`src/rtl/shared_mem_arbiter.sv`:
```
// -----------------------------------------------------------------------------
// shared_mem_arbiter
//   Arbitrates a single-port unified memory between the instruction-fetch
//   stage and the MEM stage of a pipeline. One access is in flight at a time;
//   each access occupies the RAM for WAIT_CYCLES cycles and then completes
//   with a one-cycle valid pulse on the requesting port. Simultaneous
//   requests are granted alternately, with MEM winning the first tie after
//   reset.
//
// Parameters
//   WAIT_CYCLES  RAM access length in cycles (1..7)
//
// Ports
//   clk, rst                      clock, asynchronous active-high reset
//   if_req/if_addr                fetch request (level, held until if_valid)
//   if_rdata/if_valid             fetched word and completion pulse
//   mem_req/mem_we/mem_addr/
//   mem_wdata                     MEM-stage request (level, held until mem_valid)
//   mem_rdata/mem_valid           load data and completion pulse
//   ram_en/ram_we/ram_addr/
//   ram_wdata/ram_rdata           unified single-port memory interface
//   stall                         pipeline freeze while any request is pending
//   busy                          FSM is not idle
// -----------------------------------------------------------------------------
module shared_mem_arbiter #(
  parameter int unsigned WAIT_CYCLES = 2
) (
  input  logic        clk,
  input  logic        rst,
  input  logic        if_req,
  input  logic [31:0] if_addr,
  output logic [31:0] if_rdata,
  output logic        if_valid,
  input  logic        mem_req,
  input  logic        mem_we,
  input  logic [31:0] mem_addr,
  input  logic [31:0] mem_wdata,
  output logic [31:0] mem_rdata,
  output logic        mem_valid,
  output logic        ram_en,
  output logic        ram_we,
  output logic [31:0] ram_addr,
  output logic [31:0] ram_wdata,
  input  logic [31:0] ram_rdata,
  output logic        stall,
  output logic        busy
);

  typedef enum logic [2:0] {
    S_IDLE,
    S_BUSY_IF,
    S_BUSY_MEM,
    S_RESP_IF,
    S_RESP_MEM
  } state_t;

  localparam logic [2:0] LP_CNT_LOAD = 3'(WAIT_CYCLES - 1);

  state_t      r_state;
  logic [2:0]  r_cnt;
  logic        r_last_mem;   // 1: last grant went to MEM, 0: to IF
  logic [31:0] r_if_rdata;
  logic        r_if_valid;
  logic [31:0] r_mem_rdata;
  logic        r_mem_valid;
  logic        r_ram_en;
  logic        r_ram_we;
  logic [31:0] r_ram_addr;
  logic [31:0] r_ram_wdata;

  logic        w_grant_mem;
  logic        w_grant_if;

  // On a tie the port that did not win last time is granted; a lone
  // request is granted regardless of history.
  assign w_grant_mem = mem_req & (~if_req | ~r_last_mem);
  assign w_grant_if  = if_req & ~w_grant_mem;

  // The ram_* registers double as the latched request: they are loaded at
  // grant, held through BUSY and cleared on leaving it, so inputs that
  // change mid-access have no effect.
  always_ff @(posedge clk or posedge rst) begin
    if (rst) begin
      r_state     <= S_IDLE;
      r_cnt       <= '0;
      r_last_mem  <= 1'b0;
      r_if_rdata  <= '0;
      r_if_valid  <= 1'b0;
      r_mem_rdata <= '0;
      r_mem_valid <= 1'b0;
      r_ram_en    <= 1'b0;
      r_ram_we    <= 1'b0;
      r_ram_addr  <= '0;
      r_ram_wdata <= '0;
    end else begin
      case (r_state)
        S_IDLE: begin
          if (w_grant_mem) begin
            r_state     <= S_BUSY_MEM;
            r_last_mem  <= 1'b1;
            r_cnt       <= LP_CNT_LOAD;
            r_ram_en    <= 1'b1;
            r_ram_we    <= mem_we;
            r_ram_addr  <= mem_addr;
            r_ram_wdata <= mem_wdata;
          end else if (w_grant_if) begin
            r_state     <= S_BUSY_IF;
            r_last_mem  <= 1'b0;
            r_cnt       <= LP_CNT_LOAD;
            r_ram_en    <= 1'b1;
            r_ram_we    <= 1'b0;
            r_ram_addr  <= if_addr;
            r_ram_wdata <= '0;
          end
        end
        S_BUSY_IF: begin
          if (r_cnt == '0) begin
            r_state     <= S_RESP_IF;
            r_if_rdata  <= ram_rdata;
            r_if_valid  <= 1'b1;
            r_ram_en    <= 1'b0;
            r_ram_we    <= 1'b0;
            r_ram_addr  <= '0;
            r_ram_wdata <= '0;
          end else begin
            r_cnt <= r_cnt - 3'd1;
          end
        end
        S_BUSY_MEM: begin
          if (r_cnt == '0) begin
            r_state     <= S_RESP_MEM;
            // A store leaves the previous load data visible.
            if (!r_ram_we) begin
              r_mem_rdata <= ram_rdata;
            end
            r_mem_valid <= 1'b1;
            r_ram_en    <= 1'b0;
            r_ram_we    <= 1'b0;
            r_ram_addr  <= '0;
            r_ram_wdata <= '0;
          end else begin
            r_cnt <= r_cnt - 3'd1;
          end
        end
        S_RESP_IF: begin
          r_state    <= S_IDLE;
          r_if_valid <= 1'b0;
        end
        S_RESP_MEM: begin
          r_state     <= S_IDLE;
          r_mem_valid <= 1'b0;
        end
        default: begin
          r_state     <= S_IDLE;
          r_if_valid  <= 1'b0;
          r_mem_valid <= 1'b0;
          r_ram_en    <= 1'b0;
          r_ram_we    <= 1'b0;
          r_ram_addr  <= '0;
          r_ram_wdata <= '0;
        end
      endcase
    end
  end

  assign if_rdata  = r_if_rdata;
  assign if_valid  = r_if_valid;
  assign mem_rdata = r_mem_rdata;
  assign mem_valid = r_mem_valid;
  assign ram_en    = r_ram_en;
  assign ram_we    = r_ram_we;
  assign ram_addr  = r_ram_addr;
  assign ram_wdata = r_ram_wdata;
  assign busy      = (r_state != S_IDLE);
  assign stall     = (if_req & ~r_if_valid) | (mem_req & ~r_mem_valid);

endmodule

```
`config.mk`:
```
export PLATFORM = sky130hd
export DESIGN_NAME = shared_mem_arbiter
export DESIGN_NICKNAME = d
export VERILOG_FILES = /design/src/rtl/shared_mem_arbiter.sv
export SDC_FILE = /design/constraint.sdc
export NUM_CORES = 1
export LEC_CHECK = 0
export BUFFER_PORTS_ARGS = -buffer_cell sky130_fd_sc_hd__buf_2
export CAP_MARGIN = 40
export CORE_MARGIN = 5
export CORE_UTILIZATION = 42
export DETAILED_ROUTE_END_ITERATION = 12
export GPL_TIMING_DRIVEN = 0
export PLACE_DENSITY = 0.76
export SYNTH_ARGS = -nofsm -noshare
export SYNTH_HDL_FRONTEND = slang
export SYNTH_SLANG_ARGS = --single-unit
```
`constraint.sdc`:
```
create_clock -name clk -period 3.8 [get_ports clk]
set_input_delay 0.38 -clock clk [delete_from_list [all_inputs] [get_ports clk]]
set_output_delay 0.38 -clock clk [all_outputs]
set_load 0.02 [all_outputs]
```
==> reports/qor.txt, run 1 <==
status -> complete, no violations
row count -> 43
syn avg cell area -> 13.2 um^2
final setup fails -> 0
fin crit period -> 2.56 ns
die extent in y -> 128 um
Via density -> 5.04
ANT cells -> 0
Worst EP arrival -> 2.18 ns
WL/cell -> 18.2 um
Slew Limit Fails -> 0
Vias -> 4,666
number of remaining DRC errors -> 0
Die W -> 128 um
Required @ worst endpoint -> 3.42 ns
post-synthesis sequential area ratio -> 59.5%
Worst Skew -> 0.0137 ns
Max FO, Critical Path -> 10
routed wire length -> 16.9 mm
vias in the first global route -> 4,942
reg2reg setup slack -> 1.66 ns
crit-path cells -> buf_2 -> inv_1 -> nand2_1 -> buf_2 -> buf_1 -> buf_2
initial antenna violation count -> 1
global-route wire length before repair -> 25.9 mm
setup TNS -> 0 ns
RSZ-0062 raised after global routing -> false
leak pwr -> 4.33 nW
VDD IR max -> 0.504 mV
Critical Path Max Stage Delay -> 0.54 ns
die area -> 16,400 um^2
Final Cycle Share -> 67.4%
commonest non-fill, non-tap cell in the layout -> buf_2
Fin. Hold Viols -> 0
# resized after CTS -> 0
cells after synthesis -> 443
Syn Std Cell Area -> 5850 um^2
post-synth top area share -> 59.5%
Seq cells post-synth -> 139
Crit path max-delay family -> buffers and inverters
H-tree Lvls -> 4
GRT overflow -> 0
core area -> 13,800 um^2
share of cells above drive strength 1 -> 55.9%
initial detailed-routing violation count -> 134
Synth cell types -> 34
most frequent cell on the critical path -> buf_2
WS Path Type -> flip-flop to primary output
biggest area consumer among synthesized cells -> dfrtp_1
first-pass iteration count of the detailed router -> 4
max cap viols -> 0
CTS root buf -> clkbuf_16
commonest cells after routing, fill and taps aside -> buf_2, dfrtp_1, nand2_1
syn nets -> 578
worst-case clock buffer depth -> 2
Area growth syn-to-layout -> 39.0%
Initial Utilization -> 42.5%
cts bufs inserted -> 17
HP Class -> input pin to flip-flop
Worst-Skew Late Latency -> 0.42 ns
Crit. End Element -> primary output
Fin Hold WS -> 0.185 ns
GRT Resource Usage Total -> 20.5%
top cells by area, synth -> dfrtp_1, mux2_2, mux2_4
Routed Antenna Nets -> 0
CTS tree -> done
CP Buf/Inv Count -> 5
Final GP Congestion -> 0.867
Fmax achieved -> 390 MHz
largest net degree at the start of global routing -> 42
Worst-Margin Slew -> 0.657 ns
synth warn -> 0
Worst slew margin -> 56.2%
Clock Pin Slew Worst Setup and Hold Paths -> 0.06 ns
CP Launch Type -> flip-flop
boundary pin count -> 267
slowest stage cell, crit path -> buf_1
Post-DP HPWL -> 13.0 mm
power per cell area -> 950 nW/um^2
Sink Count -> 139
fin nets -> 868
port buffer count -> 266
-- Yosys cell counts --
| cell | n |
|---|---|
| o22ai_1 | 2 |
| inv_1 | 6 |
| xnor2_1 | 1 |
| a211oi_1 | 2 |
| mux2_4 | 29 |
| a21boi_1 | 1 |
| inv_2 | 1 |
| ha_1 | 2 |
| a31oi_1 | 1 |
| dfrtp_1 | 139 |
| nand3_1 | 1 |
| a21oi_1 | 33 |
| or4_4 | 1 |
| o2bb2ai_1 | 1 |
| buf_2 | 5 |
| buf_4 | 6 |
| o21ai_0 | 6 |
| mux2_1 | 7 |
| mux2i_1 | 1 |
| nor2b_1 | 1 |
| or3_4 | 1 |
| nand2b_1 | 1 |
| buf_1 | 1 |
| clkbuf_1 | 13 |
| a22o_1 | 33 |
| or3_1 | 1 |
| a221oi_1 | 1 |
| buf_6 | 6 |
| o211ai_2 | 1 |
| nand2_1 | 69 |
| nor2_1 | 6 |
| mux2_2 | 62 |
| or2_2 | 1 |
| a21bo_2 | 1 |
-- registers in the layout, summed over array words and instances (netlist names) --
name and flops:
ram_we 1, r_state 3, ram_en 1, ram_wdata 32, ram_addr 32, if_valid 1
mem_valid 1, r_last_mem 1, if_rdata 32, r_cnt 3, mem_rdata 32
-- cell type report --
class	instances	area [um^2]
clock inverter	15	196
inverter	7	30.0
buffer	31	190
fill	1145	5640
tap	180	225
clock buffer	17	425
sequential	139	3480
multi-input combinational	266	2160
timing repair buffer	271	1430
-- metal layers --
metal | GRT usage [%] | part of all wire (%) | vias up
li1 | - | - | 2144
met5 | 0 | 0.065 | -
met1 | 23.4 | 39 | 2260
met2 | 35.3 | 50 | 238
met4 | 5.93 | 1.5 | 2
met3 | 8.33 | 9.8 | 22
-- worst paths after layout --
path	depth (start not counted)	from	to
min in group asynchronous	3	rst	ram_wdata[9]$_DFFE_PP0P_
worst min-delay path	2	mem_wdata[9]	ram_wdata[9]$_DFFE_PP0P_
worst max register to register	8	r_cnt[0]$_DFFE_PP0P_	ram_addr[4]$_DFFE_PP0P_
max in group asynchronous	6	rst	ram_addr[31]$_DFFE_PP0P_
worst min register to register	1	ram_en$_DFFE_PP0P_	ram_en$_DFFE_PP0P_
worst max-delay path	6	r_state[2]$_DFFE_PP0P_	busy
-- worst register-to-register path, delay by kind of cell (launching register included) --
family	cells	cell delay, ns
mux	1	0.35
compound gates	1	0.12
fa+ha+maj	1	0.23
simple gates	2	0.57
buf+inv	3	0.43
flops	1	0.31
-- through the flow --
step / worst slack [ns] / cells / instance area, um^2 / util, % / total power, mW
2_1_floorplan: 1.68 / 443 / 5850 / - / 4.85
4_1_cts: 1.20 / 926 / 8130 / 59.0 / 7.80
3_3_place_gp: 0.903 / 889 / 7410 / 53.8 / 5.89
6_report: 1.24 / 926 / 8130 / 59.0 / 7.73
5_1_grt: 1.11 / 926 / 8130 / 59.0 / 8.14
3_5_place_dp: 1.62 / 893 / 7500 / 54.4 / 6.02
-- cell families after synthesis --
| logic type | share of synthesized area (%) |
|---|---|
| buf+inv | 3.70 |
| flops | 59.5 |
| compound gates | 9.67 |
| xor+xnor | 0.150 |
| mux | 20.9 |
| fa+ha+maj | 0.428 |
| simple gates | 5.71 |
-- repair_timing --
item                                   CTS  global route
hold buffers                             1             0
buffers inserted                         0             0
endpoints found under the hold margin   17             0
-- report_power, final --
group | internal (mW) | switching, mW | leakage, nW | total (mW)
Combinational | 1.56 | 2.00 | 2.29 | 3.56
Sequential | 2.10 | 0.336 | 1.73 | 2.43
Clock | 1.10 | 0.637 | 0.307 | 1.74
Total | 4.75 | 2.97 | 4.33 | 7.73
Power figures use the tool's default switching activity.
==> run 2, diff against run 1 <==
CORE_UTILIZATION = 47   (was 42)
PLACE_DENSITY = 0.8   (was 0.76)
clock period = 2.5 ns   (was 3.8 ns; I/O delays follow)
==> run 2 against run 1 <==
  * Critical path depth increased by 2
  * Register-to-register slack got worse by 1.3 ns
  * Sequential cell count did not move
  * Clock skew fell by 0.0039 ns
  * Non-clock buffer count shrank 2
  * Largest power group unchanged
==> reports/qor.txt, run 2 (synthesized netlist as in run 1, its figures left out) <==
Worst-Margin Slew -> 0.786 ns
Sink Count -> 139
largest net degree at the start of global routing -> 41
GRT Resource Usage Total -> 22.6%
fin crit period -> 2.10 ns
Final Cycle Share -> 84.0%
HP Start -> mem_wdata[19]
Crit. End Element -> flip-flop
final setup fails -> 0
leak pwr -> 4.28 nW
CP Depth -> 8
Worst Skew -> 0.00985 ns
port buffer count -> 266
Area growth syn-to-layout -> 37.1%
final instance area -> 8020 um^2
Die W -> 122 um
WS Path Type -> flip-flop to flip-flop
Clock Pin Slew Worst Setup and Hold Paths -> 0.06 ns
ANT cells -> 0
HP Class -> input pin to flip-flop
CP Buf/Inv Count -> 3
fin nets -> 866
WL/cell -> 18.2 um
GRT overflow -> 0
Worst R2R Start -> r_cnt[0]$_DFFE_PP0P_
number of remaining DRC errors -> 0
power per cell area -> 1430 nW/um^2
commonest cells after routing, fill and taps aside -> buf_2, dfrtp_1, nand2_1
Hold Path Cell Cnt -> 2
# resized after CTS -> 0
crit-path cells -> inv_1 -> ha_1 -> nor2b_1 -> or3_4 -> o211ai_2 -> buf_6 -> buf_6 -> mux2_1
Max FO, Critical Path -> 10
commonest non-fill, non-tap cell in the layout -> buf_2
Slew Limit Fails -> 0
initial antenna violation count -> 0
fin util -> 66.2%
die extent in y -> 122 um
status -> complete, no violations
Fmax achieved -> 476 MHz
worst r2r dst -> ram_addr[0]$_DFFE_PP0P_
initial detailed-routing violation count -> 173
slowest stage cell, crit path -> or3_4
H-tree Lvls -> 4
Required @ worst endpoint -> 2.79 ns
Fin Hold WS -> 0.0635 ns
Vias -> 4,644
core area -> 12,100 um^2
reg2reg setup slack -> 0.40 ns
R2R cell count -> 8
Post-DP HPWL -> 12.8 mm
worst-case clock buffer depth -> 2
hold worst-path end -> ram_wdata[19]$_DFFE_PP0P_
row count -> 40
Via density -> 5.10
post-CTS setup buffer count -> 0
Worst-Skew Late Latency -> 0.41 ns
cts bufs inserted -> 17
boundary pin count -> 267
Worst slew margin -> 47.5%
vias in the first global route -> 5,090
share of cells above drive strength 1 -> 55.5%
first-pass iteration count of the detailed router -> 4
RSZ-0062 raised after global routing -> false
Fin. Hold Viols -> 0
CP Launch Type -> flip-flop
most frequent cell on the critical path -> buf_6
global-route wire length before repair -> 26.0 mm
die area -> 14,800 um^2
Crit path max-delay family -> simple AND/OR/NAND/NOR gates
Routed Antenna Nets -> 0
routed wire length -> 16.6 mm
Placed Area -> 7460 um^2
Final GP Congestion -> 0.850
VDD IR max -> 0.679 mV
max cap viols -> 0
Worst EP arrival -> 2.39 ns
CTS tree -> done
CTS root buf -> clkbuf_16
Initial Utilization -> 48.3%
Critical Path Max Stage Delay -> 0.40 ns
==> run 2: changes by cell type in the layout (fill, tap and decap cells not counted), sizes merged <==
cell,previous run,this run
buf,288,286
bufinv,4,1
clkbuf,30,37
clkinv,8,4
clkinvlp,2,3
inv,8,6
==> run 2: layout make-up <==
cell class                 count  area, um^2
fill                         943        4090
sequential                   139        3480
multi-input combinational    266        2160
timing repair buffer         270        1400
clock buffer                  24         492
tap                          168         210
buffer                        30         186
clock inverter                 7        65.1
inverter                       7        30.0
==> run 2: metrics by stage <==
step | cells | setup TNS (ns) | total power, mW | setup slack, ns
finish | 911 | 0 | 11.4 | 0.400
global route | 911 | 0 | 12.1 | 0.287
CTS | 912 | 0 | 11.6 | 0.0827
detailed placement | 880 | 0 | 9.15 | 0.390
global placement | 877 | -34.86 | 8.92 | -0.257
floorplan | 443 | 0 | 7.37 | 0.515
==> run 2: worst reg2reg max path: stages (launching register included) <==
cell and delay, ns:
dfrtp_1 0.32, inv_1 0.07, ha_1 0.22, nor2b_1 0.16, or3_4 0.40, o211ai_2 0.12
buf_6 0.19, buf_6 0.17, mux2_1 0.34
==> run 2: metal layers <==
metal | routed length, um | global-route usage, % | vias up
met1 | 6340 | 24.9 | 2288
li1 | - | - | 2132
met2 | 8550 | 40.6 | 203
met3 | 1390 | 7.61 | 21
met4 | 282 | 7.98 | 0
met5 | 0 | 0 | -
==> run 2: report_power, final <==
group / total (mW) / internal, mW / switching, mW
Clock: 2.35 / 1.46 / 0.889
Sequential: 3.68 / 3.19 / 0.495
Combinational: 5.40 / 2.36 / 3.04
Total: 11.4 / 7.01 / 4.42
==> run 2: how the worst max path moves through the flow <==
stage,startpoint,endpoint
after floorplan,rst,if_rdata[0]$_DFFE_PP0P_
after global placement,rst,if_rdata[0]$_DFFE_PP0P_
after detailed placement,r_cnt[0]$_DFFE_PP0P_,ram_addr[5]$_DFFE_PP0P_
after CTS,r_state[2]$_DFFE_PP0P_,busy
after global routing,r_cnt[0]$_DFFE_PP0P_,ram_addr[3]$_DFFE_PP0P_
final,r_cnt[0]$_DFFE_PP0P_,ram_addr[0]$_DFFE_PP0P_
==> run 2: timing repair <==
| action | 4_1_cts | 5_1_grt |
|---|---|---|
| hold buffers | 1 | 0 |
| endpoints found under the setup margin | 0 | 1 |
| endpoints found under the hold margin | 31 | 0 |
==> run 3, diff against run 2 <==
ABC_AREA = 1   (was default)
CORE_UTILIZATION = 43   (was 47)
PLACE_DENSITY = 0.77   (was 0.8)
clock period = 1.8 ns   (was 2.5 ns; I/O delays follow)
==> run 3 against run 2 <==
  * Final cell count is 34% higher
  * Synthesized cell count is 59% higher
  * Sequential cell count stayed put
  * Worst hold slack worse by 0.038 ns
  * Combinational power is 46% higher
  * Sequential power is 46% higher
  * Routed wire length is 14% higher
  * Global-route usage is 0.67 points higher
  * Register-to-register slack worse by 0.23 ns
  * Non-clock buffer count is 49 higher
  * Clock power is 52% higher
  * Die area is 10% higher
  * Largest power group unchanged
==> reports/qor.txt, run 3 <==
Setup WS pre-CTS -> -0.176 ns
Fin. Hold Viols -> 0
PnR worst setup slack -> 0.126 ns
Vias -> 5,998
post-synthesis sequential area ratio -> 58.4%
Final Cycle Share -> 93.0%
Placed Area -> 7590 um^2
die area -> 16,300 um^2
RSZ-0062 raised after global routing -> false
vias in the first global route -> 6,113
first-pass iteration count of the detailed router -> 6
initial detailed-routing violation count -> 233
synth warn -> 0
Required @ worst endpoint -> 1.62 ns
CTS root buf -> clkbuf_16
fin crit period -> 1.67 ns
Internal Power -> 9.43 mW
Worst slew margin -> 58.0%
status -> complete, no violations
row count -> 43
Via density -> 4.90
fin nets -> 1,166
syn avg cell area -> 8.45 um^2
power per cell area -> 1950 nW/um^2
Logic pwr share -> 47.0%
max cap viols -> 0
Worst Skew -> 0.00843 ns
H-tree Lvls -> 4
GRT Resource Usage Total -> 23.2%
HP Start -> ram_rdata[4]
count leader, synth -> nand2_1
port buffer count -> 265
CTS tree -> done
global-route wire length before repair -> 30.1 mm
Routed Antenna Nets -> 0
Worst EP arrival -> 1.49 ns
Worst-Skew Late Latency -> 0.42 ns
core area -> 13,700 um^2
fin util -> 62.8%
Final GP Congestion -> 0.833
CP Launch Type -> flip-flop
fraction of registers with async set/reset -> 100%
post-synth top area share -> 58.4%
final instance area -> 8620 um^2
worst r2r dst -> ram_addr[27]$_DFFE_PP0P_
Post-DP HPWL -> 13.9 mm
boundary pin count -> 267
Area growth syn-to-layout -> 44.6%
Crit. End Element -> primary output
Syn Std Cell Area -> 5960 um^2
Initial Utilization -> 43.4%
Synth cell types -> 22
hold worst-path end -> mem_rdata[4]$_DFFE_PP0P_
die extent in y -> 128 um
number of remaining DRC errors -> 0
HP Class -> input pin to flip-flop
cts bufs inserted -> 17
final setup fails -> 0
leak pwr -> 4.94 nW
Worst R2R Start -> r_cnt[0]$_DFFE_PP0P_
Synth top cells by count -> nand2_1, dfrtp_1, nand3_1, o21ai_0, inv_1
Clock Pin Slew Worst Setup and Hold Paths -> 0.06 ns
share of cells above drive strength 1 -> 33.7%
clock power share -> 21.2%
cells after synthesis -> 705
Fmax achieved -> 597 MHz
biggest area consumer among synthesized cells -> dfrtp_1
VDD IR max -> 1.03 mV
top cells by area, synth -> dfrtp_1, nand2_1, nand3_1
Seq pwr share -> 31.8%
Hold Path Cell Cnt -> 3
Seq cells post-synth -> 139
syn nets -> 840
ys flop type -> dfrtp_1
net switching power -> 7.41 mW
ANT cells -> 0
WL/cell -> 15.5 um
routed wire length -> 19.0 mm
R2R cell count -> 9
largest net degree at the start of global routing -> 36
WS Path Type -> flip-flop to primary output
commonest cells after routing, fill and taps aside -> nand2_1, buf_2, dfrtp_1
Sink Count -> 139
Max FO, Critical Path -> 10
Die W -> 128 um
EDFF count, synth -> 0
reg2reg setup slack -> 0.17 ns
Slew Limit Fails -> 0
Worst-Margin Slew -> 0.629 ns
commonest non-fill, non-tap cell in the layout -> nand2_1
Switching Share -> 44.0%
initial antenna violation count -> 1
GRT overflow -> 0
worst-case clock buffer depth -> 2
Total Power -> 16.8 mW
-- run 3: cell count changes in the layout (fill, tap and decap cells not counted), sizes merged, moves of 7 or more --
cell	previous run	this run
nand3	1	71
inv	6	48
o21ai	6	70
a22o	33	0
buf	286	293
nand2	69	289
mux2	98	0
dlygate4sd3	1	34
-- run 3: worst max-delay path, cell delays in order (launching register included) --
cell and delay [ns]:
dfrtp_2 0.45, nor2_4 0.17, nand2_4 0.09, clkbuf_4 0.19, buf_2 0.17
-- run 3: metrics by stage --
stage	instances	hold WS (ns)	TNS, ns
after global placement	1150	0.380	-138.43
after global routing	1224	0.0226	0
after floorplan	705	0.297	-16.00
final	1224	0.0253	0
after detailed placement	1154	0.290	-6.05
after CTS	1220	0.0104	0
-- run 3: how the worst max path moves through the flow --
stage	end	cells past startpoint	startpoint	slack, ns
final	busy	4	r_state[0]$_DFFE_PP0P_	0.13
after global routing	ram_addr[27]$_DFFE_PP0P_	9	r_cnt[0]$_DFFE_PP0P_	0.03
after CTS	busy	4	r_state[2]$_DFFE_PP0P_	0.007
after detailed placement	ram_wdata[23]$_DFFE_PP0P_	6	r_last_mem$_DFFE_PP0P_	-0.18
after global placement	ram_addr[12]$_DFFE_PP0P_	2	rst	-0.97
after floorplan	if_rdata[0]$_DFFE_PP0P_	1	rst	-0.12
-- run 3: power by group through the flow --
stage / Combinational, mW / Clock, mW / Sequential [mW]
2_1_floorplan: 3.32 / 0 / 6.96
3_3_place_gp: 7.54 / 0 / 5.30
3_5_place_dp: 7.74 / 0 / 5.34
4_1_cts: 7.85 / 3.64 / 5.34
5_1_grt: 8.69 / 3.79 / 5.54
6_report: 7.91 / 3.57 / 5.36
-- run 3: logic make-up after synthesis --
kind of cell | after synthesis | share of synthesized area (%)
xor gates and xnor gates | 1 | 0.147
buffers and inverters | 89 | 6.74
DFF | 139 | 58.4
AOI/OAI and AO/OA | 105 | 8.84
adders and majority gates | 2 | 0.420
and+or+nand+nor | 369 | 25.5
-- run 3: area by class of cell --
class / count / area [um^2]
flip-flops and latches: 139 / 3480
clock buffers: 19 / 443
repair buffers: 307 / 1780
fillers: 1187 / 5100
multi-input cells: 477 / 2090
well taps: 180 / 225
plain buffers: 42 / 248
inverters: 47 / 180
clock inverters: 13 / 168
-- run 3: metal layers --
| metal | routed length [um] | track usage [%] | part of all wire [%] | vias up |
|---|---|---|---|---|
| met5 | 13 | 0 | 0.069 | - |
| met4 | 658 | 10.2 | 3.5 | 2 |
| met3 | 1930 | 9.13 | 10 | 48 |
| met2 | 9210 | 39.3 | 49 | 272 |
| met1 | 7160 | 26.0 | 38 | 2779 |
| li1 | - | - | - | 2897 |
-- run 3: repair_timing --
item | 4_1_cts | 5_1_grt
hold buffers | 34 | 0
setup endpoints to repair | 52 | 114
endpoints found under the hold margin | 55 | 0
pin swaps | 0 | 2
resized for setup | 8 | 19
buffers inserted | 0 | 4
